File: src/rtl/mimd_io_arbiter_if.sv
// Core-side handshake bundle for mimd_io_arbiter: input-word and output-word request/ack channels.
// master = core array, slave = arbiter.
interface mimd_io_arbiter_if #(
   parameter int N_CORES = 4,
   parameter int DATA_W  = 16
);
   logic [N_CORES-1:0]        in_req;
   logic [N_CORES-1:0]        in_ack;
   logic [DATA_W-1:0]         in_data;
   logic [N_CORES-1:0]        out_req;
   logic [N_CORES*DATA_W-1:0] out_wdata;
   logic [N_CORES-1:0]        out_ack;

   modport master (
      output in_req, out_req, out_wdata,
      input  in_ack, in_data, out_ack
   );

   modport slave (
      input  in_req, out_req, out_wdata,
      output in_ack, in_data, out_ack
   );
endinterface

File: src/rtl/mimd_io_arbiter.sv
// Shares board SW/Button I/O between N_CORES cores with debounced buttons and round-robin grants.
// Optional IO_ARB_OVERRUN_FLAG_EN adds a sticky in_overrun flag for presses dropped while an input is pending.
module mimd_io_arbiter #(
   parameter int N_CORES         = 4,
   parameter int DATA_W          = 16,
   parameter int DEBOUNCE_CYCLES = 1024
) (
   input  logic              Clock,
   input  logic              nReset,
   input  logic [9:0]        SW,
   input  logic [1:0]        Button,
   mimd_io_arbiter_if.slave  io,
   output logic [DATA_W-1:0] disp_value,
   output logic              in_pending,
   output logic              out_full
`ifdef IO_ARB_OVERRUN_FLAG_EN
   ,
   output logic              in_overrun
`endif
);

   localparam int PTR_W = $clog2(N_CORES);
   localparam int CNT_W = $clog2(DEBOUNCE_CYCLES + 1);

   typedef enum logic {IN_IDLE, IN_PEND} in_state_e;
   typedef enum logic {OUT_EMPTY, OUT_FULL} out_state_e;

   logic [1:0]            meta_q, sync_q, press_q;
   logic [1:0][CNT_W-1:0] cnt_q;

   in_state_e             in_state_q;
   out_state_e            out_state_q;
   logic [PTR_W-1:0]      in_ptr_q, out_ptr_q;
   logic [PTR_W-1:0]      in_grant, out_grant;
   logic [N_CORES-1:0]    in_ack_q, out_ack_q;
   logic [DATA_W-1:0]     in_data_q, held_q, disp_q;

   // First requester at or after ptr, wrapping N_CORES-1 -> 0.
   function automatic logic [PTR_W-1:0] rr_pick(input logic [N_CORES-1:0] req,
                                                input logic [PTR_W-1:0]   ptr);
      logic [PTR_W-1:0] pick;
      logic             found;
      int               idx;
      // NOTE: every local gets a value before the loop, so no path leaves one unassigned (no latch).
      pick  = ptr;
      found = 1'b0;
      for (int k = 0; k < N_CORES; k++) begin
         idx = (int'(ptr) + k) % N_CORES;
         if (!found && req[idx]) begin
            found = 1'b1;
            pick  = PTR_W'(idx);
         end
      end
      return pick;
   endfunction

   function automatic logic [PTR_W-1:0] rr_next(input logic [PTR_W-1:0] g);
      return (int'(g) == N_CORES - 1) ? '0 : g + 1'b1;
   endfunction

   assign in_grant  = rr_pick(io.in_req, in_ptr_q);
   assign out_grant = rr_pick(io.out_req, out_ptr_q);

   // Counter saturates at DEBOUNCE_CYCLES so a held button yields a single pulse.
   always_ff @(posedge Clock or negedge nReset) begin
      if (!nReset) begin
         meta_q  <= '0;
         sync_q  <= '0;
         cnt_q   <= '0;
         press_q <= '0;
      end else begin
         // NOTE: non-blocking (<=) here so every register samples its pre-edge inputs.
         meta_q <= Button;
         sync_q <= meta_q;
         for (int b = 0; b < 2; b++) begin
            if (!sync_q[b])
               cnt_q[b] <= '0;
            else if (cnt_q[b] != CNT_W'(DEBOUNCE_CYCLES))
               cnt_q[b] <= cnt_q[b] + 1'b1;
            press_q[b] <= sync_q[b] && (cnt_q[b] == CNT_W'(DEBOUNCE_CYCLES - 1));
         end
      end
   end

`ifdef IO_ARB_OVERRUN_FLAG_EN
   logic in_overrun_q;
`endif

   always_ff @(posedge Clock or negedge nReset) begin
      if (!nReset) begin
         in_state_q   <= IN_IDLE;
         in_ptr_q     <= '0;
         in_ack_q     <= '0;
         in_data_q    <= '0;
`ifdef IO_ARB_OVERRUN_FLAG_EN
         in_overrun_q <= 1'b0;
`endif
      end else begin
         in_ack_q <= '0;
         case (in_state_q)
            IN_IDLE: if (press_q[0]) begin
               in_data_q  <= DATA_W'(SW);
               in_state_q <= IN_PEND;
            end
            IN_PEND: if (|io.in_req) begin
               in_ack_q[in_grant] <= 1'b1;
               in_ptr_q           <= rr_next(in_grant);
               in_state_q         <= IN_IDLE;
            end
            default: in_state_q <= IN_IDLE;
         endcase
`ifdef IO_ARB_OVERRUN_FLAG_EN
         if (press_q[0] && in_state_q == IN_PEND)
            in_overrun_q <= 1'b1;
`endif
      end
   end

   always_ff @(posedge Clock or negedge nReset) begin
      if (!nReset) begin
         out_state_q <= OUT_EMPTY;
         out_ptr_q   <= '0;
         out_ack_q   <= '0;
         // NOTE: the held word is reset as well, so a bad state can never leak X onto the display.
         held_q      <= '0;
         disp_q      <= '0;
      end else begin
         out_ack_q <= '0;
         case (out_state_q)
            OUT_EMPTY: begin
               if (press_q[1])
                  disp_q <= '0;
               if (|io.out_req) begin
                  held_q               <= io.out_wdata[int'(out_grant)*DATA_W +: DATA_W];
                  out_ack_q[out_grant] <= 1'b1;
                  out_ptr_q            <= rr_next(out_grant);
                  out_state_q          <= OUT_FULL;
               end
            end
            // A press wins over new offers; the next grant comes from EMPTY a cycle later.
            OUT_FULL: if (press_q[1]) begin
               disp_q      <= held_q;
               out_state_q <= OUT_EMPTY;
            end
            default: out_state_q <= OUT_EMPTY;
         endcase
      end
   end

   assign io.in_ack   = in_ack_q;
   assign io.in_data  = in_data_q;
   assign io.out_ack  = out_ack_q;
   assign disp_value  = disp_q;
   assign in_pending  = (in_state_q == IN_PEND);
   assign out_full    = (out_state_q == OUT_FULL);
`ifdef IO_ARB_OVERRUN_FLAG_EN
   assign in_overrun  = in_overrun_q;
`endif

endmodule

File: src/flat_wrapper.sv
// flat-port wrapper written by rule: the top's interface ports become plain ports
module mimd_io_arbiter_flat 
#(
   parameter int N_CORES         = 4,
   parameter int DATA_W          = 16,
   parameter int DEBOUNCE_CYCLES = 1024
)
  (Clock, nReset, SW, Button, disp_value, in_pending, out_full, io_in_req, io_out_req, io_out_wdata, io_in_ack, io_in_data, io_out_ack);
  mimd_io_arbiter_if #(.N_CORES(N_CORES), .DATA_W(DATA_W)) io_i ();
  input  logic Clock;
  input  logic nReset;
  input  logic [9:0] SW;
  input  logic [1:0] Button;
  output logic [DATA_W-1:0] disp_value;
  output logic in_pending;
  output logic out_full;
  input wire logic [$bits(io_i.in_req)-1:0] io_in_req;
  input wire logic [$bits(io_i.out_req)-1:0] io_out_req;
  input wire logic [$bits(io_i.out_wdata)-1:0] io_out_wdata;
  output wire logic [$bits(io_i.in_ack)-1:0] io_in_ack;
  output wire logic [$bits(io_i.in_data)-1:0] io_in_data;
  output wire logic [$bits(io_i.out_ack)-1:0] io_out_ack;
  assign io_i.in_req = io_in_req;
  assign io_i.out_req = io_out_req;
  assign io_i.out_wdata = io_out_wdata;
  assign io_in_ack = io_i.in_ack;
  assign io_in_data = io_i.in_data;
  assign io_out_ack = io_i.out_ack;
  mimd_io_arbiter #(.N_CORES(N_CORES), .DATA_W(DATA_W), .DEBOUNCE_CYCLES(DEBOUNCE_CYCLES)) u_core (.Clock(Clock), .nReset(nReset), .SW(SW), .Button(Button), .io(io_i), .disp_value(disp_value), .in_pending(in_pending), .out_full(out_full));
endmodule
File: config.mk
export PLATFORM = sky130hd
export DESIGN_NAME = mimd_io_arbiter_flat
export DESIGN_NICKNAME = d
export VERILOG_FILES = /design/src/rtl/mimd_io_arbiter_if.sv /design/src/rtl/mimd_io_arbiter.sv /design/src/flat_wrapper.sv
export SDC_FILE = /design/constraint.sdc
export NUM_CORES = 1
export LEC_CHECK = 0
export ABC_AREA = 1
export CORE_ASPECT_RATIO = 0.8
export CORE_MARGIN = 1.5
export CORE_UTILIZATION = 40
export DETAILED_ROUTE_END_ITERATION = 12
export GPL_TIMING_DRIVEN = 0
export PLACE_DENSITY = 0.68
export SETUP_SLACK_MARGIN = 0.05
export SKIP_LAST_GASP = 1
export SLEW_MARGIN = 20
export SYNTH_ARGS = -nofsm -noshare
export SYNTH_HDL_FRONTEND = slang
export SYNTH_SLANG_ARGS = --single-unit
File: constraint.sdc
create_clock -name Clock -period 2.2 [get_ports Clock]
set_input_delay 0.55 -clock Clock [delete_from_list [all_inputs] [get_ports Clock]]
set_output_delay 0.55 -clock Clock [all_outputs]
set_load 0.02 [all_outputs]
# Word level (Yosys, flattened, before mapping)
# Cells that the tools add are included.
# word_totals
out_inout_bits	42
regBits	84
in_bits	86
elab_cells	140
# op_classes
eq_ne	10
n_lt_le_gt_ge	12
bitwise_logic	8
addsub	10
n_mux	57
reduce_logical	28
shift	1
# op_table
op	n
variable part select 64 x 7 -> 16 bit	1
2-to-1 mux 11 bit	4
2-to-1 mux 16 bit	2
one-hot mux 16 bit (2 select lines)	1
2-to-1 mux 1 bit	26
< comparator 3 x 4 -> 1 bit (second input constant)	6
adder 11 x 1 -> 11 bit (second input constant)	2
equality test 11 x 10 -> 1 bit (second input constant)	2
!= test 11 bit (second input constant)	2
binary-select mux 1 bit (select 2 bit)	8
2-to-1 mux 2 bit	8
2-to-1 mux 4 bit	4
< comparator 2 x 3 -> 1 bit (second input constant)	4
OR reduction 2 bit	6
logical AND 1 bit	10
adder 2 x 1 -> 2 bit (second input constant)	4
adder 2 bit (second input constant)	4
AND reduction 2 bit	4
OR reduction 4 bit	2
AND 1 bit (first input constant)	6
zero test 1 bit	6
demux 1 bit (select 2 bit)	2
equality test 2 x 1 -> 1 bit (second input constant)	2
>= comparator 2 x 1 -> 1 bit (second input constant)	2
4 further kinds	8

# Logic depth before layout (Yosys ltp)
# depth
depth_word	20
depth_mapped	16
ltp_nobuf	14

# Worst setup path after synthesis
# Ideal clock, no wire load.
# synth_timing
path_kind	input port to flip-flop
from	input io_in_req[1]
to	register u_core.in_ptr_q[1]
path_stages	13
setup_slack_ps	162
arrival_time_ps	1909
t_required_ps	2071
setup_ps	129
n_path_buf	0
cell_sequence	inv_1 > o21ai_0 > inv_1 > o21ai_0 > nand2_1 > inv_1 > nand2_1 > nand2_1 > xor2_1 > inv_1 > ha_1 > nand2_1 > o21ai_0
# synth_via
elab_chain_cells	14
word_cells_on_any_way	28
classes_between	add/sub (1); eq/ne (1); mux (18); reduce/logical (8)
# synth_rtl
item	line_no	text
start: declaration	flat_wrapper.sv:17	input wire logic [$bits(io_i.in_req)-1:0] io_in_req;
binary-select mux 1 bit (select 2 bit)	mimd_io_arbiter.sv:49	if (!found && req[idx]) begin
2-to-1 mux 1 bit (not written as such)	mimd_io_arbiter.sv:49	
2-to-1 mux 1 bit	mimd_io_arbiter.sv:49	
zero test 1 bit	mimd_io_arbiter.sv:49	
logical AND 1 bit	mimd_io_arbiter.sv:49	
2-to-1 mux 1 bit	mimd_io_arbiter.sv:49	
zero test 1 bit	mimd_io_arbiter.sv:49	
logical AND 1 bit	mimd_io_arbiter.sv:49	
2-to-1 mux 1 bit	mimd_io_arbiter.sv:49	
zero test 1 bit	mimd_io_arbiter.sv:49	
logical AND 1 bit	mimd_io_arbiter.sv:49	
2-to-1 mux 2 bit	mimd_io_arbiter.sv:49	
adder 2 x 1 -> 2 bit or equality test 2 x 1 -> 1 bit (tied branches)	mimd_io_arbiter.sv:58	return (int'(g) == N_CORES - 1) ? '0 : g + 1'b1;
2-to-1 mux 2 bit	mimd_io_arbiter.sv:58	
end signal: assignment	mimd_io_arbiter.sv:107	in_ptr_q <= rr_next(in_grant);
end: declaration	mimd_io_arbiter.sv:33	logic [PTR_W-1:0] in_ptr_q, out_ptr_q;
# Several ways; a longest one is shown, not always the timed one. The select of a mux whose other input is x is not followed.
# A chain may end at the register's enable or synchronous reset.

# Final worst setup path
# layout_timing
from	register u_core.in_ptr_q[0]
to	register u_core.in_ptr_q[1]
# layout_via
elab_chain_cells	14
word_cells_on_any_way	29
classes_between	add/sub (4); eq/ne (1); mux (18); reduce/logical (6)
# layout_rtl
item	line_no
adder 2 x 1 -> 2 bit or binary-select mux 1 bit (select 2 bit) (tied branches)	mimd_io_arbiter.sv:48, mimd_io_arbiter.sv:49
binary-select mux 1 bit (select 2 bit) or 2-to-1 mux 1 bit (tied branches)	mimd_io_arbiter.sv:49
2-to-1 mux 1 bit (not written as such)	mimd_io_arbiter.sv:49
2-to-1 mux 1 bit (not written as such) or zero test 1 bit (tied branches)	mimd_io_arbiter.sv:49
logical AND 1 bit	mimd_io_arbiter.sv:49
2-to-1 mux 1 bit	mimd_io_arbiter.sv:49
zero test 1 bit	mimd_io_arbiter.sv:49
logical AND 1 bit	mimd_io_arbiter.sv:49
2-to-1 mux 1 bit	mimd_io_arbiter.sv:49
zero test 1 bit	mimd_io_arbiter.sv:49
logical AND 1 bit	mimd_io_arbiter.sv:49
2-to-1 mux 2 bit *	mimd_io_arbiter.sv:49
adder 2 x 1 -> 2 bit or equality test 2 x 1 -> 1 bit (tied branches)	mimd_io_arbiter.sv:58
2-to-1 mux 2 bit *	mimd_io_arbiter.sv:58
# Every way passes the cells marked *; elsewhere a longest branch is shown, timed or not. The select of a mux whose other input is x is not followed.

==> metrics <==
worst vdd ir=367 uV; Final WS setup=0.130 ns; synth top area cells=dfrtp_1 (43%), nand2_1 (12%), nand3_1 (9.1%); DR WL/cell=13.5 um; vias=4584; Antenna diodes=0; core area=11700 sq um; FMAX=483 MHz; crit share post-route=94.1%; CP Launch Type=flip-flop; first-pass GRT wire length=21100 um; die width=127 um; Iter 0 DRT Violations=391; DRT antenna net count=0; Synth cell types=32; Hold WC Path Type=in2async; latest clock arrival within the worst-skew pair=0.33 ns; Setup Skew=0.00770 ns; maximum capacitance violations=0; min cycle time layout=2.07 ns; Clock Root Buffer=clkbuf_16; synthesized area per cell=7.72 sq um; Top FF cell, synth=dfrtp_1; Final HPWL DP=9130 um; RSZ-0062 raised after global routing=true; pin count of the biggest net entering global routing=52; worst slack at placement=-0.660 ns; Die Span Y=102 um; H-tree levels=3; final hold violations=0; vias in the first global route=4582; pwr/cell area=720 nW/um^2; # IOs=128; layout cells sized above 1=17.8%; fin nets=880; Initial Util=41.7%; Layout area overhead=43.8%; top-count cell post-synth=nand2_1; EDFF count, synth=0; total global-route track usage=20.5%; #FFs+latches synth=84; area leader, netlist=dfrtp_1; clk buf depth=2; worst hold slack=0.170 ns; clock slew at reported path FFs=0.06 ns; setup TNS=0 ns; Synth top area share=43.1%; DRC violations left=0; grt ovf=0; CTS sink cnt=84; final core area utilization=60.0%; slew margin rel.=55.1%; design area=7020 sq um; row count=35; max-slew violation count=0; LEAKAGE=3.38 nW; Worst EP arrival=2.28 ns; crit path kind=reg2reg; Seq/Total Area, Yosys=43.1%; initial antenna violation count=0; Async SR Flop Fraction=100%; Area after DPL=6320 sq um; Worst Path Max Fanout=8; clock tree from TritonCTS=yes; die area=12900 sq um; Synth Instances=632; Placer Congestion=0.848; Critical Path End Type=flip-flop; Req. time, crit path=2.41 ns; status=completed; Ys Warns=0; Slew @ Worst Pin=0.669 ns; port bufs=121; Via density=4.89; top cells by count, synth=nand2_1 (160), inv_1 (91), nand3_1 (89); DRT Pass-1 Iters=5; setup violators final=0; final wirelength=12600 um; Synth Cell Area=4880 sq um; Num CTS Buffers=9
-- stage by stage --
stage               std cells  power, mW
global route              938       5.33
CTS                       929       4.76
floorplan                 637       2.44
finish                    938       5.05
global placement          906       2.76
detailed placement        907       2.83
-- layout by cell type (no fill, tap or decap), types with 2 or more instances in the layout --
cell             synthesis  final
nand2_4                 10      7
nor2_2                   0      2
o21ai_2                  0     11
nor2_1                  28     26
inv_1                   91     88
nand2_2                 21     29
nand4_1                  4      4
buf_6                    4      6
nand2_8                  0      6
o21ai_0                 43     32
xor2_2                   0      2
buf_8                    0      2
clkbuf_16                0     10
dfrtp_2                  0      2
dlygate4sd2_1            0      8
bufinv_16                0      3
clkdlybuf4s50_1          0    112
a21oi_1                 11     11
conb_1                   1      6
buf_4                   11     23
nor4_1                   3      3
nand3_1                 89     89
inv_2                    4      4
dfrtp_1                 84     82
ha_1                     9      8
inv_4                    0      2
mux2_2                  10     10
nor3_1                  10     10
xor2_1                   5      3
nand3_2                 12     11
clkbuf_1                 9     12
nand2_1                160    149
-- worst max-delay path, stage by stage, from the launching register on --
cell and delay (ns):
dfrtp_1 0.37, buf_6 0.16, xnor2_4 0.23, nand2_2 0.09
o21ai_2 0.08, nand2_1 0.08, inv_2 0.06, nand2_2 0.07
o21ai_2 0.17, xor2_1 0.23, ha_1 0.26, nand2_1 0.08
o21ai_2 0.06
-- power by group --
group / internal, mW / switching (mW) / total (mW)
registers: 1.60 / 0.0534 / 1.66
clock network: 1.11 / 0.592 / 1.70
logic: 0.786 / 0.910 / 1.70
-- routing by layer --
metal	vias to the layer above	GRT usage [%]	wire, um
met1	2111	27.1	5950
met5	-	0	0
met2	150	34.2	5830
met4	0	6.54	225
li1	2301	-	-
met3	22	4.01	613
-- cell families (layout without fill, tap and decap cells) --
family                   Yosys count  count (layout)  share of synthesized area, %
buffers and inverters            123             276                          11.3
multiplexers                      10              10                          2.31
adder cells (fa/ha/maj)            9               9                          2.31
other                              1               6                        0.0768
flip-flops                        84              84                          43.1
AO/OA/AOI/OAI                     58              58                          6.02
AND/OR/NAND/NOR                  341             341                          33.8
XOR/XNOR                           6               6                          1.08
-- final cells by class --
class | instances | area, sq um
tap | 148 | 185
inverter | 96 | 370
buffer | 27 | 213
clock buffer | 12 | 236
timing repair buffer | 137 | 1360
clock inverter | 4 | 97.6
fill | 986 | 4670
sequential | 84 | 2100
multi-input combinational | 430 | 2450
-- timing repair --
action,4_1_cts,5_1_grt
buffers inserted,6,7
pin swaps,10,15
gates cloned,0,2
setup endpoints to repair,11,9
hold buffers,0,0
gates resized for setup,37,41
-- flip-flops by register name (all words and copies together) (netlist names), 4 cells and up --
register and count:
u_core.disp_value 16, u_core.io.in_data 10, u_core.io.in_ack 4, u_core.io.out_ack 4, u_core.cnt_q 22, u_core.held_q 16
-- path summary, 6_finish.rpt --
kind / from / to / slack [ns] / cells after the start
hold reg to reg: u_core.meta_q[1] / u_core.sync_q[1] / 0.35 / 0
min in group Clock: u_core.meta_q[1] / u_core.sync_q[1] / 0.35 / 0
setup / recovery: u_core.in_ptr_q[0] / u_core.in_ptr_q[1] / 0.13 / 12
max in group asynchronous: nReset / u_core.disp_value[4] / 1.43 / 2
hold / removal: nReset / u_core.disp_value[3] / 0.17 / 1
setup reg to reg: u_core.in_ptr_q[0] / u_core.in_ptr_q[1] / 0.13 / 12
Note: power is estimated with default switching activity, not from simulation.
